<file path="config.mk">
export PLATFORM = sky130hd
export DESIGN_NAME = vrf_read_sequencer_flat
export DESIGN_NICKNAME = d
export VERILOG_FILES = /design/src/rtl/vrf_read_sequencer_if.sv /design/src/rtl/vrf_read_sequencer.sv /design/src/flat_wrapper.sv
export SDC_FILE = /design/constraint.sdc
export NUM_CORES = 1
export LEC_CHECK = 0
export ABC_CLOCK_PERIOD_IN_PS = 2650
export BUFFER_PORTS_ARGS = -buffer_cell sky130_fd_sc_hd__buf_4
export CAP_MARGIN = 20
export CORE_MARGIN = 2
export CORE_UTILIZATION = 55
export CTS_CLUSTER_DIAMETER = 150
export CTS_CLUSTER_SIZE = 30
export DETAILED_ROUTE_END_ITERATION = 10
export PLACE_DENSITY = 0.75
export SETUP_SLACK_MARGIN = 0.5
export SYNTH_ARGS = -nofsm -noshare
export SYNTH_HDL_FRONTEND = slang
export SYNTH_SLANG_ARGS = --single-unit
export TNS_END_PERCENT = 20
</file>
<file path="constraint.sdc">
create_clock -name clk -period 2.65 [get_ports clk]
set_input_delay 0.265 -clock clk [delete_from_list [all_inputs] [get_ports clk]]
set_output_delay 0.265 -clock clk [all_outputs]
set_load 0.05 [all_outputs]
</file>
<file path="src/rtl/vrf_read_sequencer_if.sv">
// rtl/vrf_read_sequencer_if.sv - request, vrf read-port and output-stream bundle for vrf_read_sequencer
//
// Purpose: groups every signal of one sequencer instance except clk/rstn.
// Ports (master = sequencer side, slave = issue logic / vrf / lane ALU side):
//   start_i, vs_i, len_i       request strobe, source vreg, row count
//   busy_o, done_o             request in progress, 1-cycle completion pulse
//   raddr_o, ren_o, oreg_en_o  vrf read port controls
//   dout_i                     vrf read data
//   m_data_o, m_valid_o,
//   m_last_o, m_ready_i        valid/ready output stream
interface vrf_read_sequencer_if #(
  parameter int MEM_DEPTH = 512,
  parameter int MEM_WIDTH = 32,
  parameter int VREG_NUM  = 32,
  parameter int LEN_W     = 8
);
  localparam int AW = $clog2(MEM_DEPTH);
  localparam int VW = $clog2(VREG_NUM);

  logic                 start_i;
  logic [VW-1:0]        vs_i;
  logic [LEN_W-1:0]     len_i;
  logic                 busy_o;
  logic                 done_o;
  logic [AW-1:0]        raddr_o;
  logic                 ren_o;
  logic                 oreg_en_o;
  logic [MEM_WIDTH-1:0] dout_i;
  logic [MEM_WIDTH-1:0] m_data_o;
  logic                 m_valid_o;
  logic                 m_last_o;
  logic                 m_ready_i;

  modport master (
    input  start_i, vs_i, len_i, dout_i, m_ready_i,
    output busy_o, done_o, raddr_o, ren_o, oreg_en_o, m_data_o, m_valid_o, m_last_o
  );

  modport slave (
    output start_i, vs_i, len_i, dout_i, m_ready_i,
    input  busy_o, done_o, raddr_o, ren_o, oreg_en_o, m_data_o, m_valid_o, m_last_o
  );
endinterface

</file>
<file path="src/rtl/vrf_read_sequencer.sv">
// rtl/vrf_read_sequencer.sv - sequences one vrf read port for a whole vector operand into a valid/ready stream
//
// Purpose: on an accepted request, issues len_i consecutive row reads starting at vs_i*ROWS_PER_VREG
// (wrapping at MEM_DEPTH), hides the vrf's registered read latency and buffers read data in a small
// FIFO. A read is only issued while FIFO entries plus reads in flight leave room, so ALU backpressure
// can never overflow the FIFO.
// Ports:
//   clk   clock
//   rstn  asynchronous active-low reset; abandons any request, flushes FIFO and read pipeline
//   bus   vrf_read_sequencer_if.master: request (start_i/vs_i/len_i/busy_o/done_o),
//         vrf port (raddr_o/ren_o/oreg_en_o/dout_i), stream (m_data_o/m_valid_o/m_last_o/m_ready_i)
module vrf_read_sequencer #(
  parameter int MEM_DEPTH    = 512,
  parameter int MEM_WIDTH    = 32,
  parameter int VREG_NUM     = 32,
  parameter int READ_LATENCY = 2,
  parameter int FIFO_DEPTH   = 4,
  parameter int LEN_W        = 8
) (
  input  logic                 clk,
  input  logic                 rstn,
  vrf_read_sequencer_if.master bus
);
  localparam int AW            = $clog2(MEM_DEPTH);
  localparam int ROWS_PER_VREG = MEM_DEPTH / VREG_NUM;
  localparam int PW            = (FIFO_DEPTH > 1) ? $clog2(FIFO_DEPTH) : 1;
  localparam int CW            = $clog2(FIFO_DEPTH + READ_LATENCY + 1) + 1;

  typedef enum logic [1:0] {S_IDLE, S_ISSUE, S_DRAIN} state_t;
  state_t state, state_nxt;

  logic [AW-1:0]           base, raddr_last, raddr_cur;
  logic [LEN_W-1:0]        idx, len;
  logic [READ_LATENCY-1:0] rd_pipe, last_pipe;
  logic [MEM_WIDTH-1:0]    fifo_data [FIFO_DEPTH];
  logic [FIFO_DEPTH-1:0]   fifo_last;
  logic [PW-1:0]           wptr, rptr;
  logic [CW-1:0]           fifo_count, inflight;
  logic                    done_q;
  logic                    accept, ren, issue_last, push, pop, pop_last, credit_ok;

  assign accept     = (state == S_IDLE) && bus.start_i;
  assign raddr_cur  = base + AW'(idx);
  assign issue_last = ren && (idx == len - 1'b1);
  // Data for a read issued READ_LATENCY cycles ago is on dout_i this cycle.
  assign push       = rd_pipe[READ_LATENCY-1];
  assign pop        = (fifo_count != '0) && bus.m_ready_i;
  assign pop_last   = pop && fifo_last[rptr];

  always_comb begin
    inflight = '0;
    for (int i = 0; i < READ_LATENCY; i++) inflight = inflight + CW'(rd_pipe[i]);
  end

  // Pops in this cycle are not credited, so the sum equals reads issued minus beats already taken.
  assign credit_ok = (fifo_count + inflight) < CW'(FIFO_DEPTH);
  assign ren       = (state == S_ISSUE) && credit_ok;

  // State register.
  always_ff @(posedge clk or negedge rstn) begin
    if (!rstn) state <= S_IDLE;
    else       state <= state_nxt;
  end

  // Next-state logic.
  always_comb begin
    state_nxt = state;
    case (state)
      S_IDLE:  if (bus.start_i && bus.len_i != '0) state_nxt = S_ISSUE;
      S_ISSUE: if (issue_last) state_nxt = S_DRAIN;
      S_DRAIN: if (pop_last) state_nxt = S_IDLE;
      default: state_nxt = S_IDLE;
    endcase
  end

  // Outputs.
  always_comb begin
    bus.busy_o    = (state != S_IDLE);
    bus.ren_o     = ren;
    // Address only moves when a read is issued; otherwise the last issued row is held.
    bus.raddr_o   = ren ? raddr_cur : raddr_last;
    bus.oreg_en_o = rd_pipe[READ_LATENCY-2];
    bus.done_o    = done_q;
    bus.m_valid_o = (fifo_count != '0);
    bus.m_data_o  = fifo_data[rptr];
    bus.m_last_o  = (fifo_count != '0) && fifo_last[rptr];
  end

  // Request bookkeeping and read pipeline.
  always_ff @(posedge clk or negedge rstn) begin
    if (!rstn) begin
      base       <= '0;
      idx        <= '0;
      len        <= '0;
      raddr_last <= '0;
      rd_pipe    <= '0;
      last_pipe  <= '0;
      done_q     <= 1'b0;
    end else begin
      if (accept) begin
        base <= AW'(bus.vs_i) * AW'(ROWS_PER_VREG);
        idx  <= '0;
        len  <= bus.len_i;
      end else if (ren) begin
        idx        <= idx + 1'b1;
        raddr_last <= raddr_cur;
      end
      rd_pipe   <= {rd_pipe[READ_LATENCY-2:0], ren};
      last_pipe <= {last_pipe[READ_LATENCY-2:0], issue_last};
      done_q    <= (accept && bus.len_i == '0) || pop_last;
    end
  end

  // FIFO control.
  always_ff @(posedge clk or negedge rstn) begin
    if (!rstn) begin
      wptr       <= '0;
      rptr       <= '0;
      fifo_count <= '0;
      fifo_last  <= '0;
    end else begin
      if (push) begin
        fifo_last[wptr] <= last_pipe[READ_LATENCY-1];
        wptr            <= (wptr == PW'(FIFO_DEPTH - 1)) ? '0 : wptr + 1'b1;
      end
      if (pop) rptr <= (rptr == PW'(FIFO_DEPTH - 1)) ? '0 : rptr + 1'b1;
      case ({push, pop})
        2'b10:   fifo_count <= fifo_count + 1'b1;
        2'b01:   fifo_count <= fifo_count - 1'b1;
        default: fifo_count <= fifo_count;
      endcase
    end
  end

  // FIFO storage needs no reset; fifo_count gates every read of it.
  always_ff @(posedge clk) begin
    if (push) fifo_data[wptr] <= bus.dout_i;
  end

  a_fifo_no_overflow: assert property (@(posedge clk) disable iff (!rstn) fifo_count <= CW'(FIFO_DEPTH));
endmodule

</file>
<file path="src/flat_wrapper.sv">
// flat-port wrapper written by rule: the top's interface ports become plain ports
module vrf_read_sequencer_flat 
#(
  parameter int MEM_DEPTH    = 512,
  parameter int MEM_WIDTH    = 32,
  parameter int VREG_NUM     = 32,
  parameter int READ_LATENCY = 2,
  parameter int FIFO_DEPTH   = 4,
  parameter int LEN_W        = 8
)
  (clk, rstn, bus_start_i, bus_vs_i, bus_len_i, bus_dout_i, bus_m_ready_i, bus_busy_o, bus_done_o, bus_raddr_o, bus_ren_o, bus_oreg_en_o, bus_m_data_o, bus_m_valid_o, bus_m_last_o);
  vrf_read_sequencer_if #(.MEM_DEPTH(MEM_DEPTH), .MEM_WIDTH(MEM_WIDTH), .VREG_NUM(VREG_NUM), .LEN_W(LEN_W)) bus_i ();
  input  logic clk;
  input  logic rstn;
  input wire logic [$bits(bus_i.start_i)-1:0] bus_start_i;
  input wire logic [$bits(bus_i.vs_i)-1:0] bus_vs_i;
  input wire logic [$bits(bus_i.len_i)-1:0] bus_len_i;
  input wire logic [$bits(bus_i.dout_i)-1:0] bus_dout_i;
  input wire logic [$bits(bus_i.m_ready_i)-1:0] bus_m_ready_i;
  output wire logic [$bits(bus_i.busy_o)-1:0] bus_busy_o;
  output wire logic [$bits(bus_i.done_o)-1:0] bus_done_o;
  output wire logic [$bits(bus_i.raddr_o)-1:0] bus_raddr_o;
  output wire logic [$bits(bus_i.ren_o)-1:0] bus_ren_o;
  output wire logic [$bits(bus_i.oreg_en_o)-1:0] bus_oreg_en_o;
  output wire logic [$bits(bus_i.m_data_o)-1:0] bus_m_data_o;
  output wire logic [$bits(bus_i.m_valid_o)-1:0] bus_m_valid_o;
  output wire logic [$bits(bus_i.m_last_o)-1:0] bus_m_last_o;
  assign bus_i.start_i = bus_start_i;
  assign bus_i.vs_i = bus_vs_i;
  assign bus_i.len_i = bus_len_i;
  assign bus_i.dout_i = bus_dout_i;
  assign bus_i.m_ready_i = bus_m_ready_i;
  assign bus_busy_o = bus_i.busy_o;
  assign bus_done_o = bus_i.done_o;
  assign bus_raddr_o = bus_i.raddr_o;
  assign bus_ren_o = bus_i.ren_o;
  assign bus_oreg_en_o = bus_i.oreg_en_o;
  assign bus_m_data_o = bus_i.m_data_o;
  assign bus_m_valid_o = bus_i.m_valid_o;
  assign bus_m_last_o = bus_i.m_last_o;
  vrf_read_sequencer #(.MEM_DEPTH(MEM_DEPTH), .MEM_WIDTH(MEM_WIDTH), .VREG_NUM(VREG_NUM), .READ_LATENCY(READ_LATENCY), .FIFO_DEPTH(FIFO_DEPTH), .LEN_W(LEN_W)) u_core (.clk(clk), .rstn(rstn), .bus(bus_i));
endmodule
</file>
== Yosys cells after proc, flatten, opt, wreduce, memory -nomap -nowiden ==
Memories as Yosys holds them, arrays and structs flattened.
Cells that the tools add are included.

* Bits in latches: 0
* Flip-flop bits (word level): 49
* Memories: 1
* Bits in read-only memories: 0
* Bits of input ports: 49
* Output and inout bits: 47
* Memory bits (writable): 128

* Bitwise logic cells: 0
* $mul: 0
* Divide/modulo/power cells: 0
* Magnitude comparators: 4
* Add/sub/neg operators: 9
* Reduce and logical (&&, ||, !) cells: 18
* Multiplexer cells: 17
* Shift-type cells: 0
* Equality and inequality tests: 10

{| class="wikitable"
|+ Memory list
! name !! words !! width !! rd ports !! clocked after Yosys merged registers in !! wr ports !! line !! RTL
|-
| u_core.fifo_data || 4 || 32 || 1 || 0 || 1 || vrf_read_sequencer.sv:35 || <nowiki>logic [MEM_WIDTH-1:0] fifo_data [FIFO_DEPTH];</nowiki>
|}

{| class="wikitable"
|+ Operators by type and width
! cell !! number
|-
| $mux W8 || 2
|-
| $mux W2 || 5
|-
| $add A9 B8 Y9 || 1
|-
| $logic_and A1 B1 Y1 || 9
|-
| $mux W9 || 1
|-
| $add A8 B1 Y8 const B || 1
|-
| $eq A2 B2 Y1 const B || 4
|-
| $eq A8 B8 Y1 || 1
|-
| $logic_not A8 Y1 || 1
|-
| $pmux W4 S2 || 1
|-
| $reduce_bool A8 Y1 || 1
|-
| $sub A8 B1 Y8 const B || 1
|-
| $lt A2 B3 Y1 const B || 2
|-
| $pmux W2 S3 || 1
|-
| $reduce_bool A2 Y1 || 3
|-
| $add A2 B1 Y2 const B || 2
|-
| $add A4 B1 Y4 const B || 1
|-
| $add A4 B4 Y4 || 1
|-
| $bwmux W4 || 1
|-
| $eq A2 B1 Y1 const B || 2
|-
| $lt A4 B3 Y1 const B || 1
|-
| $mux W1 || 4
|-
| $ne A2 B1 Y1 const B || 2
|-
| $reduce_bool A4 Y1 || 1
|-
| 9 further kinds || 9
|}

== Logic depth before layout (Yosys ltp) ==
* Depth in word-level cells: 7
* Mapped depth: 10
* Depth with buffers taken out: 9

== Least setup slack after synthesis ==
OpenSTA, ideal clock, no wires.

* Path type: register to output
* Start point: register u_core.rd_pipe[0]
* End point: output bus_raddr_o[6]
* Buffers on the path: 2
* Path slack: -506 ps
* Arrival time: 2891 ps
* Data required time: 2385 ps
* Stages on the path, launching flop included: 8
* Cells stage by stage: dfrtp_1 -> ha_1 -> ha_1 -> a31oi_1 -> mux2i_1 -> buf_2 -> clkbuf_1 -> o21ai_0

* Longest elaborated chain between the ends: 5

{| class="wikitable"
|+ Ends and longest elaborated chain
! element !! line !! RTL
|-
| from (decl) || vrf_read_sequencer.sv:34 || <nowiki>logic [READ_LATENCY-1:0] rd_pipe, last_pipe;</nowiki>
|-
| from (signal assigned) || vrf_read_sequencer.sv:108 || <nowiki>rd_pipe <= {rd_pipe[READ_LATENCY-2:0], ren};</nowiki>
|-
| $add A1 B1 Y2 || vrf_read_sequencer.sv:52 || <nowiki>for (int i = 0; i < READ_LATENCY; i++) inflight = inflight + CW'(rd_pipe[i]);</nowiki>
|-
| $add A4 B4 Y4 || vrf_read_sequencer.sv:56 || <nowiki>assign credit_ok = (fifo_count + inflight) < CW'(FIFO_DEPTH);</nowiki>
|-
| $lt A4 B3 Y1 || vrf_read_sequencer.sv:56 ||
|-
| $logic_and A1 B1 Y1 || vrf_read_sequencer.sv:57 || <nowiki>assign ren = (state == S_ISSUE) && credit_ok;</nowiki>
|-
| $mux W9 || vrf_read_sequencer.sv:81 || <nowiki>bus.raddr_o = ren ? raddr_cur : raddr_last;</nowiki>
|-
| to (decl) || flat_wrapper.sv:22 || <nowiki>output wire logic [$bits(bus_i.raddr_o)-1:0] bus_raddr_o;</nowiki>
|}

No other way between the ends.

== Final worst setup path ==
* Start point: register u_core.rd_pipe[0]
* End point: output bus_raddr_o[8]

The elaborated chain is that of the path after synthesis.

==> impl_metrics.json <==
{
  "synthArstFlopShare": 0.2768,
  "portBuffers": 95,
  "synthMuxAreaShare": 0.1311,
  "routed_wl_mm": 13.83,
  "synth-seq-cells": 177,
  "wl_per_cell_um": 18.54,
  "tightest_slew_ns": 0.6185,
  "grt_pass1_vias": 4375,
  "synth_area_leaders": "edfxtp_1 53%, dfrtp_1 17%, mux4_2 10%",
  "cap_violations": 0,
  "grt_antenna_before_repair": 0,
  "synth_xor_area_frac": 0.02522,
  "fin_worst_skew_ns": 0.007991,
  "drive_gt1_frac": 0.4263,
  "grt_pass1_wl_mm": 21.94,
  "cp_data_required_time_ns": 2.38,
  "arrival_ns": 2.30,
  "yosysTopAreaCell": "edfxtp_1",
  "synth_nets": 498,
  "synth-simple-area-share": 0.06399,
  "syn_inst": 431,
  "final_cell_mix": "128 x edfxtp_1, 110 x buf_4, 43 x dfrtp_1, 33 x mux4_2, 24 x nand2_1",
  "crit_path_max_fanout": 8,
  "die_y_um": 119.2,
  "nets": 624,
  "ios": 96,
  "synth_area_per_cell_um2": 16.92,
  "cts_sinks": 177,
  "maxSlewHeadroom": 0.5877,
  "rsz0062_at_grt": "true",
  "cts_tree": "built",
  "setup_violations": 0,
  "slew_violations": 0,
  "via_per_inst": 5.576,
  "timing.fmax_mhz": 390.1,
  "clockBufferDepth": 2,
  "synth_edf_count": 128,
  "clock_latency_ns": 0.42,
  "antenna_left": 0,
  "cts_root_buffer": "clkbuf_16",
  "synth_compound_area_frac": 0.03277,
  "status": "finished, final reports clean",
  "rows": 42,
  "grt_max_degree": 50,
  "htreeDepth": 4,
  "drtIter0Drc": 317,
  "initial_core_util": 0.5574,
  "critPathLaunchType": "register",
  "cts_buffers": 17,
  "die_area_um2": 14200,
  "yosys.cell_types.count": 47,
  "synth_top_family_by_area": "multiplexers",
  "syn_to_final_growth_pct": 25.85,
  "dominantRegCellSynth": "edfxtp_1",
  "min_period_ns": 2.564,
  "yosysTopAreaCellShare": 0.5270,
  "hold_violations": 0,
  "die_w_um": 119.2,
  "drt-pass1-iter-count": 4,
  "grt-ovfl-total": 0,
  "antenna_cells": 0,
  "tns_ns": 0,
  "post-route-period-util": 0.9674,
  "hpwlAfterDp_mm": 9.099,
  "vias": 4160,
  "final_common_cell": "edfxtp_1",
  "mappedNetlistArea_um2": 7293,
  "synthAdderAreaFrac": 0.03294,
  "core_um2": 13090,
  "remaining_drc_errors": 0,
  "ys_seq_area_frac": 0.6951,
  "critPathKind": "reg2out",
  "yosys_warnings": 0,
  "r2r_slack_ns": 0.25,
  "grt.total_usage": 0.2060,
  "hold_class": "in2reg",
  "crit_path_end_kind": "primary output",
  "clkTransAtPathRegs_ns": 0.06,
  "routabilityCongestion": 0.8151
}
==> path summary, 6_finish.rpt <==
check,start,endpoint,depth (start not counted)
setup / recovery,u_core.rd_pipe[0]$_DFF_PN0_,bus_raddr_o[8],8
hold / removal,bus_dout_i[2],u_core.fifo_data[1][2]$_DFFE_PP_,1
setup reg to reg,u_core.rd_pipe[0]$_DFF_PN0_,u_core.state[0]$_DFFE_PN0P_,9
hold reg to reg,u_core.last_pipe[0]$_DFF_PN0_,u_core.last_pipe[1]$_DFF_PN0_,0
max in group asynchronous,rstn,u_core.rptr[0]$_DFFE_PN0P_,2
min in group asynchronous,rstn,u_core.len[3]$_DFFE_PN0P_,2
==> logic make-up after synthesis <==
group	count (synthesis)
xor+xnor	21
compound gates	39
buf+inv	32
mux	52
flops	177
simple gates	92
fa+ha+maj	18
==> final cells by class <==
type | instances | area [um^2]
fillers | 858 | 3906
clock buffers | 18 | 429.2
flip-flops and latches | 177 | 5077
well taps | 176 | 220.2
clock inverters | 14 | 116.4
multi-input cells | 222 | 2261
inverters | 16 | 67.56
repair buffers | 123 | 1007
==> through the flow <==
step                std cells  cell area, um^2  setup WS [ns]    util  hold slack (ns)
detailed placement        700             8394         0.1793  0.6415           0.3213
global placement          700             8394         0.2288  0.6415           0.3125
CTS                       741             9117        0.08658  0.6968          0.02048
floorplan                 431             7432         0.2152       -         -0.03059
global route              746             9179       0.006472  0.7015          0.02568
finish                    746             9179        0.08636  0.7015          0.03641
==> worst max-delay path, cell delays in order, from the launching register on <==
cell and delay (ns):
dfrtp_2 0.42, ha_4 0.17, ha_4 0.22, a31oi_4 0.16
mux2i_2 0.24, buf_6 0.16, inv_8 0.05, mux2_4 0.30
buf_8 0.15
==> cell usage after synthesis (all sizes together) (2+ instances only) <==
library cell    n
edfxtp        128
dfrtp          49
nand2          36
mux4           33
o21ai          19
mux2           18
ha             16
inv            16
nor2           13
xnor2          13
buf             9
xor2            8
clkbuf          7
a21oi           6
and2            6
or3             6
nor3            5
nand4           4
nor4            4
a21o            3
nand3           3
a31oi           2
fa              2
nand2b          2
nor2b           2
o31ai           2
or4             2
==> state kept, by name, summed over array words and instances, names as in the netlist, 4 cells and up <==
name / flops
u_core.fifo_last: 4
u_core.idx: 8
u_core.fifo_data: 128
u_core.fifo_count: 4
u_core.len: 8
u_core.raddr_last: 9
u_core.base: 5
==> routing by layer <==
metal	vias to the layer above	global-route usage	routed length (um)
met3	18	0.05029	715
met1	2122	0.2643	5681
met2	111	0.3448	7260
met5	-	0	0
li1	1909	-	-
met4	0	0.07440	172
==> timing repair <==
action / 4_1_cts / 5_1_grt
pin swaps: 1 / 3
resized for setup: 30 / 11
hold buffers: 1 / 0
cloned: 1 / 0
hold endpoints to repair: 49 / 0
setup endpoints to repair: 38 / 48
buffers inserted: 7 / 5
Power is left out: the tool's default activity adds up to more than one toggle a clock period on the data nets, which glitch-free logic cannot reach.
